===== config.mk =====
export PLATFORM = sky130hd
export DESIGN_NAME = acc_reg_stack
export DESIGN_NICKNAME = d
export VERILOG_FILES = /design/src/rtl/acc_reg_stack.sv
export SDC_FILE = /design/constraint.sdc
export NUM_CORES = 1
export LEC_CHECK = 0
export CAP_MARGIN = 20
export CORE_ASPECT_RATIO = 2
export CORE_MARGIN = 4
export CORE_UTILIZATION = 32
export CTS_CLUSTER_DIAMETER = 100
export DETAILED_ROUTE_END_ITERATION = 8
export SYNTH_ARGS = -nofsm -noshare
export SYNTH_HDL_FRONTEND = slang
export SYNTH_SLANG_ARGS = --single-unit

===== constraint.sdc =====
create_clock -name clk -period 2.83 [get_ports clk]
set_input_delay 0.566 -clock clk [delete_from_list [all_inputs] [get_ports clk]]
set_output_delay 0.566 -clock clk [all_outputs]
set_load 0.01 [all_outputs]

===== src/rtl/acc_reg_stack.sv =====
// Accumulator register with priority command decode, carry flag and an
// optional save/restore stack (built only when ACC_STACK_EN is defined).
// Ports: clk, rst_n (sync, active-low); commands writealu, writebus, read,
//   rstac, incac, decac, push, pop; data_inalu/data_inbus load sources;
//   data_out registered read-out; data_store live acc; zflag, nflag, cflag;
//   stk_full, stk_empty, stk_err stack status.
module acc_reg_stack #(
   parameter int WIDTH = 16,
   parameter int DEPTH = 4
) (
   input  logic             clk,
   input  logic             rst_n,
   input  logic             writealu,
   input  logic             writebus,
   input  logic             read,
   input  logic             rstac,
   input  logic             incac,
   input  logic             decac,
   input  logic             push,
   input  logic             pop,
   input  logic [WIDTH-1:0] data_inalu,
   input  logic [WIDTH-1:0] data_inbus,
   output logic [WIDTH-1:0] data_out,
   output logic [WIDTH-1:0] data_store,
   output logic             zflag,
   output logic             nflag,
   output logic             cflag,
   output logic             stk_full,
   output logic             stk_empty,
   output logic             stk_err
);

   logic [WIDTH-1:0] acc;
   logic             higher;

   // Any command that outranks pop/push this cycle.
   assign higher     = rstac | writealu | writebus | incac | decac;
   assign data_store = acc;
   assign zflag      = (acc == '0);
   assign nflag      = acc[WIDTH-1];

`ifdef ACC_STACK_EN
   localparam int SPW = $clog2(DEPTH + 1);
   localparam int IW  = (DEPTH > 1) ? $clog2(DEPTH) : 1;

   logic [WIDTH-1:0] stack [DEPTH];
   logic [SPW-1:0]   sp;
   logic [SPW-1:0]   sp_dec;
   logic             err;
   logic             do_pop;
   logic             do_push;

   assign sp_dec    = sp - SPW'(1);
   assign stk_full  = (sp == SPW'(DEPTH));
   assign stk_empty = (sp == '0);
   assign stk_err   = err;
   assign do_pop    = ~higher & pop;
   assign do_push   = ~higher & ~pop & push;

   // Storage is never cleared; reset only rewinds sp.
   always_ff @(posedge clk) begin
      if (rst_n && do_push && !stk_full)
         stack[sp[IW-1:0]] <= acc;
   end

   always_ff @(posedge clk) begin
      if (!rst_n) begin
         sp  <= '0;
         err <= 1'b0;
      end else if (rstac) begin
         err <= 1'b0;
      end else if (do_pop) begin
         if (stk_empty) err <= 1'b1;
         else           sp  <= sp_dec;
      end else if (do_push) begin
         if (stk_full) err <= 1'b1;
         else          sp  <= sp + SPW'(1);
      end
   end
`else
   logic unused_stack;

   assign unused_stack = push | pop;
   assign stk_full     = 1'b0;
   assign stk_empty    = 1'b1;
   assign stk_err      = 1'b0;
`endif

   always_ff @(posedge clk) begin
      if (!rst_n) begin
         acc      <= '0;
         data_out <= '0;
         cflag    <= 1'b0;
      end else begin
         // Read captures the pre-update value regardless of the command.
         if (read) data_out <= acc;
         if (rstac) begin
            acc   <= '0;
            cflag <= 1'b0;
         end else if (writealu) begin
            acc   <= data_inalu;
            cflag <= 1'b0;
         end else if (writebus) begin
            acc   <= data_inbus;
            cflag <= 1'b0;
         end else if (incac) begin
            acc   <= acc + WIDTH'(1);
            cflag <= &acc;
         end else if (decac) begin
            acc   <= acc - WIDTH'(1);
            cflag <= ~|acc;
`ifdef ACC_STACK_EN
         end else if (do_pop && !stk_empty) begin
            acc   <= stack[sp_dec[IW-1:0]];
            cflag <= 1'b0;
`endif
         end
      end
   end

endmodule

## Word-level counts from Yosys, hierarchy flattened

Cells that the tools add are included.

| word-level totals | value |
|---|---|
| register bits after elaboration | 33 |
| latch bits | 0 |
| RAM bits | 0 |
| bits in read-only memories | 0 |
| output and inout bits | 38 |
| memories kept | 0 |

| cells by class | value |
|---|---|
| add/subtract/negate cells | 2 |
| multiply operators | 0 |
| div/mod/pow operators | 0 |
| order comparisons | 0 |
| equality and inequality tests | 0 |
| shift operators | 0 |
| mux-type cells | 6 |
| bitwise logic cells | 1 |
| reductions and logical operators | 8 |

Operators with widths:

| operator | count |
|---|---|
| $mux W16 | 4 |
| $add A16 B1 Y16 const B | 1 |
| $logic_not A16 Y1 | 1 |
| $reduce_and A16 Y1 | 1 |
| $reduce_or A16 Y1 | 1 |
| $sub A16 B1 Y16 const B | 1 |
| $reduce_bool A4 Y1 | 1 |
| $reduce_or A4 Y1 | 1 |
| $mux W1 | 2 |
| $reduce_bool A2 Y1 | 1 |
| $reduce_or A2 Y1 | 1 |
| $logic_not A1 Y1 | 1 |
| $not A1 Y1 | 1 |

## Depth between registers and ports, before layout

Gate-level depths: netlist of run 1.

| depth | value |
|---|---|
| depth in word-level cells | 5 |
| gate-level depth with buffers | 9 |
| gate-level depth less buffers | 8 |

## Worst setup path after synthesis of run 1

No wires, ideal clock.

| timing | value |
|---|---|
| path kind | input to register |
| from | input incac |
| to | register acc[14], in the netlist data_store[14] |
| arrival time | 2383 ps |
| data required time | 2715 ps |
| path slack | 331 ps |
| cell stages on the path | 8 |
| buffers on the path | 0 |
| cell sequence | inv_1 ha_1 nor2b_4 o31a_1 o2111ai_2 nand2_2 or3_1 a31o_1 |

| on the way | value |
|---|---|
| longest elaborated chain between the ends | 3 |
| elaborated cells on any way between the ends | 4 |
| classes of those cells | 3 x mux; 1 x reduce/logical |

Ends and longest elaborated chain:

| element | RTL line | RTL |
|---|---|---|
| start: declaration | 17 | `input logic incac,` |
| $mux W16 | 106 | `end else if (incac) begin` |
| $mux W16 | 103 | `end else if (writebus) begin` |
| $mux W16 | 100 | `end else if (writealu) begin` |
| end signal: assignment | 101 | `acc <= data_inalu;` |
| end signal: assignment | 104 | `acc <= data_inbus;` |
| end signal: assignment | 107 | `acc <= acc + WIDTH'(1);` |
| end: declaration | 33 | `logic [WIDTH-1:0] acc;` |

Several ways; a longest one is shown, not always the timed one.
A chain may end at the register's enable or synchronous reset.

## Worst setup path in the final report of run 1

| timing | value |
|---|---|
| from | input incac |
| to | register acc[15], in the netlist data_store[15] |

The elaborated chain is that of the path after synthesis.

==> results of run 1 <==
[Yosys cell counts (4+ instances only)]
| library cell | instances |
|---|---|
| a21oi_1 | 24 |
| xnor2_1 | 5 |
| dfxtp_1 | 33 |
| o21ai_0 | 17 |
| o211ai_1 | 5 |
| mux2i_1 | 17 |
| a21o_1 | 4 |
| o22ai_1 | 6 |
| nand3_1 | 7 |
| nand4_1 | 7 |
| nor2b_1 | 17 |
| a31oi_1 | 6 |
| a211oi_1 | 8 |
| xor2_1 | 5 |
| nor2_1 | 14 |
| clkbuf_1 | 9 |
| inv_1 | 9 |
| buf_4 | 4 |
| nand2b_1 | 4 |
| nor4_1 | 6 |
| nand2_1 | 21 |
| ha_1 | 14 |
[worst max-delay path, stage by stage]
cell and delay (ns):
clkdlybuf4s50_1 0.49, inv_1 0.10, buf_12 0.16, ha_1 0.38
a21oi_1 0.23, o21ai_0 0.16, a221oi_1 0.36, o31ai_2 0.13
xnor2_1 0.14, a211oi_1 0.22
[through the flow]
step | instance area (sq um) | TNS, ns
2_1_floorplan | 2365 | 0
3_3_place_gp | 3532 | -0.6467
3_5_place_dp | 3532 | -0.9126
4_1_cts | 3675 | 0
5_1_grt | 3681 | 0
6_report | 3681 | 0
[flip-flops by register name, indices dropped and copies added, names as in the netlist]
signal      cells
cflag           1
data_store     16
data_out       16
[cell families (layout without fill, tap and decap cells)]
kind of cell,Yosys count,after routing,share of synthesized area
mux,17,17,0.07207
buf+inv,27,143,0.05140
flops,33,33,0.2798
simple gates,91,91,0.2088
other cells,2,3,0.003181
xor+xnor,10,10,0.03709
fa+ha+maj,15,15,0.08267
compound gates,94,94,0.2650
[worst max-delay path by stage]
stage	end	slack, ns	cells past startpoint
finish	data_store[15]	0.08	10
global route	data_store[10]	0.02	10
CTS	data_store[15]	0.09	10
detailed placement	data_store[15]	-0.20	10
global placement	data_store[14]	-0.15	10
floorplan	data_store[14]	0.33	8
[layer usage]
metal | vias to the layer above | track usage | share of wire
li1 | 1305 | - | -
met3 | 18 | 0.03122 | 0.036
met4 | 0 | 0.08506 | 0.030
met1 | 1221 | 0.2163 | 0.37
met2 | 74 | 0.3707 | 0.57
met5 | - | 0 | 0
[final cells by class]
class / instances / area share
repair buffers: 125 / 0.3086
clock inverters: 3 / 0.004759
clock buffers: 5 / 0.03399
flip-flops and latches: 33 / 0.1795
multi-input cells: 230 / 0.4317
inverters: 10 / 0.01020
well taps: 92 / 0.03127
[where the power goes]
part,total (mW),switching (mW),internal [mW]
Sequential,0.516,0.0294,0.487
Clock,0.529,0.207,0.322
Combinational,0.467,0.212,0.255
==> flow_summary.toml, run 1 <==
[routing]
vias = 2618
drt_first_iter_violations = 169
wl_per_cell_um = 16.78
wl_um = 8354
detail-route-antenna-nets = 0
drc = 0
vias_per_cell = 5.257
drt_first_pass_iters = 4

[sta]
drv_slew = 0
layout_setup_ws_ns = 0.08088
hold_slack_ns = 0.5031
clock_skew_ns = 0.001464
clock.fmax_mhz = 363.8
period_needed_ns = 2.749
rsz0062_at_grt = "false"
post-route-period-util = 0.9714
timing.final.setup_violations = 0
hold_viol_final = 0

[floorplan]
num_rows = 44
core_sq_mm = 0.007212
die_area_sq_mm = 0.008899
die_w_um = 68.74
pin_count = 80
die_y_um = 129.5
initial_core_util = 0.3274

[placed_design]
post-place-ws_ns = -0.2036
place_hpwl_um = 6844
gp_congestion = 0.8781
place_inst = 490
io_buffers = 74

[logic_synthesis]
synthDistinctLibCells = 57
synthesis.instances = 289
yosys_warnings = 0
ys_ff_latch = 33
yosys-top-cells-area = "dfxtp_1, ha_1, mux2i_1"
synth_top_cell_by_area = "dfxtp_1"
synth_area_sq_mm = 0.002361
avgSynthCellArea_sq_um = 8.170
synth_seq_area_share = 0.2798
synthArstFlopShare = 0
synth_edf_count = 0
ys.flop_type = "dfxtp_1"
synth_top_area_frac = 0.2798

[cts]
root_buffer = "clkbuf_16"
cts-resized-gates = 0
cts_buffers = 5
clk_latency_ns = 0.28
clkTransAtPathRegs_ns = 0.05
cts_tree = "done"
cts.path.max_buffers = 2
post-cts-setup-buffer-count = 0
cts_max_level = 2
clock-sinks = 33
cts_hold_buf = 0

[finish]
layout.nets = 462
multi_input_area_sq_mm = 0.001589
stdcell_count = 498
drive_above_1_share = 0.1823
layout_common_cells = "clkdlybuf4s50_1, buf_4, dfxtp_1"
finalCoreUtilization = 0.5104
mostFrequentLayoutCell = "clkdlybuf4s50_1"
syn_to_final_growth_pct = 55.91
fillers = 717
diodes = 0
layout.area.seq_sq_um = 660.6

[power_and_ir_drop]
power.total_mw = 1.512
p_leak_nw = 1.525
p_per_area_mw_per_mm2 = 410.9
irDropWorstVdd_uv = 233.7

[global_routing]
grt_max_degree = 18
grt_overflow_total = 0
antenna_found_initial = 0
grt_pass1_wl_um = 13360
grt_use_total = 0.2012
grt_pass1_vias = 2684

[critical_path]
required_ns = 3.03
reg2regPathDepth = 7
endpoint_kind = "flop"
cp-start-kind = "input port"
crit_path_max_fanout = 12
path_class = "in2reg"
ff2ff_setup_slack_ns = 0.66
arrival_ns = 2.95
r2r-end = "data_store[15]"
r2r-start = "data_store[10]"
cp-startpoint = "incac"

[run]
drv_cap = 0

[status]
outcome = "completed"

[worst_hold_path]
whs_endpoint = "cflag"
min_path_cells = 2
worstHoldStart = "cflag"
min_path_type = "reg2reg"
No activity file was read; power rests on OpenSTA's default activity.
==> run 2: changes to the inputs <==
--- a/config.mk
+++ b/config.mk
@@ -8,9 +8,10 @@
 export CAP_MARGIN = 20
 export CORE_ASPECT_RATIO = 2
 export CORE_MARGIN = 4
-export CORE_UTILIZATION = 32
+export CORE_UTILIZATION = 40
 export CTS_CLUSTER_DIAMETER = 100
 export DETAILED_ROUTE_END_ITERATION = 8
+export PLACE_DENSITY = 0.72
 export SYNTH_ARGS = -nofsm -noshare
 export SYNTH_HDL_FRONTEND = slang
 export SYNTH_SLANG_ARGS = --single-unit
==> flow_summary.toml, run 2 (synthesis results as in run 1) <==
[status]
outcome = "completed"

[power_and_ir_drop]
power_frac_seq = 0.342
switching_power_uw = 446.0
comb_power_share = 0.312
p_per_area_mw_per_mm2 = 417.7
switching_share = 0.2945
power.total_mw = 1.514
p_int_mw = 1.068
clkPwrFrac = 0.347
p_leak_nw = 1.501
irDropWorstVdd_uv = 508.9

[cts]
cts_max_level = 2
clkTransAtPathRegs_ns = 0.05
cts-resized-gates = 0
clock-sinks = 33
root_buffer = "clkbuf_16"
post-cts-setup-buffer-count = 0
cts.path.max_buffers = 2
cts_hold_buf = 0
clk_latency_ns = 0.28
cts_tree = "done"
cts_buffers = 5

[placed_design]
io_buffers = 74
placed_area_sq_mm = 0.003463
gp_congestion = 0.9168
place_hpwl_um = 6700
post-place-ws_ns = -0.2182

[routing]
wl_um = 8436
vias = 2713
drt_first_pass_iters = 5
drt_first_iter_violations = 127
wl_per_cell_um = 18.22
vias_per_cell = 5.860
drc = 0
detail-route-antenna-nets = 0

[worst_hold_path]
whs_endpoint = "data_out[5]"
min_path_type = "reg2reg"
min_path_cells = 2
worstHoldStart = "data_out[5]"

[sta]
hold_viol_final = 0
timing.final.setup_violations = 0
period_needed_ns = 2.731
fin_setup_tns_ns = 0
clock_skew_ns = 0.003632
post-route-period-util = 0.9651
clock.fmax_mhz = 366.1
tightest_slew_ns = 0.5166
drv_slew = 0
layout_setup_ws_ns = 0.09887
relSlewSlack = 0.6552

[floorplan]
num_rows = 39
pin_count = 80
die_y_um = 116.7
core_sq_mm = 0.005709
initial_core_util = 0.4135
die_w_um = 62.33
die_area_sq_mm = 0.007270

[finish]
drive_above_1_share = 0.1741
stdcell_area_sq_mm = 0.003625
syn_to_final_growth_pct = 53.52
layout_common_cells = "clkdlybuf4s50_1, buf_4, dfxtp_1"
diodes = 0
mostFrequentLayoutCell = "clkdlybuf4s50_1"
layout.nets = 458

[critical_path]
path_cells = "clkdlybuf4s50_1 > inv_1 > ha_1 > nor2b_4 > o31a_1 > o2111ai_2 > nand2_2 > or3_1 > a31o_1"
reg2regPathDepth = 8
ff2ff_setup_slack_ns = 0.45
arrival_ns = 2.91
endpoint_kind = "flop"
crit_path_max_fanout = 4
r2r-end = "data_store[10]"
cpMaxStageDelayCell = "clkdlybuf4s50_1"
path_class = "in2reg"
r2r-start = "data_store[0]"
max_stage_delay_ns = 0.50
required_ns = 3.01
cp-start-kind = "input port"

[run]
drv_cap = 0

[global_routing]
grt_pass1_wl_um = 12930
grt_pass1_vias = 2726
antenna_found_initial = 0
grt_use_total = 0.2263
grt_max_degree = 18
grt_overflow_total = 0
## run 2: layout make-up
class | count | area [sq um]
clock buffer | 8 | 136.4
fill | 508 | 2085
inverter | 10 | 37.54
multi-input combinational | 230 | 1608
sequential | 33 | 660.6
tap | 61 | 76.32
timing repair buffer | 121 | 1106
## run 2: worst max path at each step
stage | startpoint | endpoint | slack [ns]
floorplan | incac | data_store[14] | 0.33
global placement | incac | data_store[14] | -0.18
detailed placement | incac | data_store[12] | -0.22
CTS | incac | data_store[12] | 0.08
global route | incac | data_store[15] | -0.01
finish | incac | data_store[14] | 0.1
## run 2: power groups by stage
stage | logic (mW) | registers (mW) | clock network (mW)
2_1_floorplan | 0.225 | 0.528 | 0
3_3_place_gp | 0.453 | 0.525 | 0
3_5_place_dp | 0.462 | 0.526 | 0
4_1_cts | 0.464 | 0.516 | 0.530
5_1_grt | 0.510 | 0.520 | 0.548
6_report | 0.472 | 0.518 | 0.525
## run 2: layer usage
metal	GRT usage	vias to the layer above	part of all wire
met5	0	-	0
met4	0.1671	0	0.051
met3	0.03080	33	0.048
met2	0.4418	112	0.55
met1	0.2063	1275	0.35
li1	-	1293	-
## run 2: worst max-delay path, delay by kind of cell
kind	cells	cell delay, ns
AO/OA/AOI/OAI	3	0.82
buffers and inverters	2	0.62
AND/OR/NAND/NOR	3	0.56
adder cells (fa/ha/maj)	1	0.33
## run 2: per-stage QoR
step / instances / hold WS (ns) / util
final: 463 / 0.5124 / 0.6349
after global routing: 463 / 0.5400 / 0.6349
after floorplan: 290 / 0.5193 / -
after CTS: 463 / 0.5150 / 0.6305
after detailed placement: 455 / 0.5016 / 0.6066
after global placement: 455 / 0.4947 / 0.6066
==> run 3: changes to the inputs <==
--- a/config.mk
+++ b/config.mk
@@ -7,11 +7,11 @@
 export LEC_CHECK = 0
 export CAP_MARGIN = 20
 export CORE_ASPECT_RATIO = 2
-export CORE_MARGIN = 4
+export CORE_MARGIN = 5
 export CORE_UTILIZATION = 40
 export CTS_CLUSTER_DIAMETER = 100
 export DETAILED_ROUTE_END_ITERATION = 8
-export PLACE_DENSITY = 0.72
+export PLACE_DENSITY = 0.76
 export SYNTH_ARGS = -nofsm -noshare
 export SYNTH_HDL_FRONTEND = slang
 export SYNTH_SLANG_ARGS = --single-unit
==> flow_summary.toml, run 3 (synthesis results as in run 1) <==
[power_and_ir_drop]
p_per_area_mw_per_mm2 = 417.3
p_leak_nw = 1.494
irDropWorstVdd_uv = 470.5

[cts]
root_buffer = "clkbuf_16"
cts_buffers = 5
cts_tree = "done"
cts.path.max_buffers = 2
clkTransAtPathRegs_ns = 0.06
clk_latency_ns = 0.28
cts_hold_buf = 0
clock-sinks = 33
cts_max_level = 2

[routing]
vias = 2766
detail-route-antenna-nets = 0
wl_um = 8397
drt_first_iter_violations = 154
drt_first_pass_iters = 4
drc = 0
wl_per_cell_um = 18.18
vias_per_cell = 5.987

[global_routing]
grt_pass1_wl_um = 13240
grt_max_degree = 18
grt_use_total = 0.2147
grt_pass1_vias = 2837
antenna_found_initial = 0
grt_overflow_total = 0

[critical_path]
arrival_ns = 2.92
crit_path_max_fanout = 5
required_ns = 3.00
endpoint_kind = "flop"
cp-start-kind = "input port"
path_class = "in2reg"

[floorplan]
pin_count = 80
die_y_um = 118.7
core_sq_mm = 0.005709
num_rows = 39
die_w_um = 64.33
die_area_sq_mm = 0.007632
initial_core_util = 0.4135

[sta]
clock.fmax_mhz = 363.3
layout_setup_ws_ns = 0.07744
drv_slew = 0
hold_viol_final = 0
post-route-period-util = 0.9726
timing.final.setup_violations = 0
period_needed_ns = 2.753
fin_setup_tns_ns = 0
clock_skew_ns = 0.005507

[finish]
diodes = 0
layout_common_cells = "clkdlybuf4s50_1, buf_4, dfxtp_1"
fillers = 486
syn_to_final_growth_pct = 52.84
drive_above_1_share = 0.1771
stdcell_area_sq_mm = 0.003608
layout.nets = 457
mostFrequentLayoutCell = "clkdlybuf4s50_1"

[status]
outcome = "completed"

[worst_hold_path]
min_path_type = "reg2reg"

[placed_design]
io_buffers = 74
placed_area_sq_mm = 0.003436
gp_congestion = 0.9405
post-place-ws_ns = -0.1908
place_hpwl_um = 6677

[run]
drv_cap = 0
[run 3: cell count changes in the layout (fill, tap and decap cells not counted), sizes merged]
| cell | before | now |
|---|---|---|
| buf | 47 | 46 |
| clkinv | 1 | 3 |
| clkbuf | 8 | 6 |
[run 3: critical path, cell delays in order]
cell and delay [ns]:
clkdlybuf4s50_1 0.49, inv_1 0.11, ha_1 0.35, nor2b_4 0.15, o31a_1 0.31, o41a_2 0.43, a31oi_1 0.23, xor2_1 0.20
o21ai_1 0.09
[run 3: power by group]
group          switching [mW]  total, mW  internal [mW]  leakage [nW]
combinational           0.220      0.470          0.251          1.15
clock                   0.197      0.519          0.323        0.0706
sequential             0.0293      0.516          0.487         0.269
[run 3: worst paths after layout]
path	slack, ns	end	cells past startpoint	from
max	0.08	data_store[12]	9	incac
min	0.51	cflag	2	cflag
max reg2reg	0.64	data_store[12]	7	data_store[3]
min reg2reg	0.51	cflag	2	cflag
[run 3: per-layer routing]
layer / up-vias / GRT usage / wire (um)
met4: 0 / 0.1299 / 406
met2: 146 / 0.4021 / 4531
met5: - / 0 / 0
li1: 1293 / - / -
met1: 1287 / 0.2119 / 2842
met3: 40 / 0.02657 / 616
[run 3: final cells by class]
cell class              instances  area (sq um)  share of cell area
multi-input cells             230          1605              0.4449
flip-flops and latches         33         660.6              0.1831
well taps                      61         76.32             0.02115
inverters                      10         37.54             0.01040
clock inverters                 2         10.01            0.002774
clock buffers                   6         128.9             0.03571
repair buffers                120          1090              0.3020
[run 3: repair_timing]
action,4_1_cts,5_1_grt
setup endpoints to repair,0,4
gates resized for setup,0,5
setup buffers,0,1
[run 3: metrics by stage]
stage | util | std cells | total power, mW | hold WS, ns
6_report | 0.6320 | 462 | 1.506 | 0.5139
5_1_grt | 0.6320 | 462 | 1.561 | 0.5408
4_1_cts | 0.6261 | 461 | 1.494 | 0.5131
3_5_place_dp | 0.6018 | 453 | 0.9835 | 0.5048
3_3_place_gp | 0.6018 | 453 | 0.9729 | 0.4948
2_1_floorplan | - | 290 | 0.7528 | 0.5193
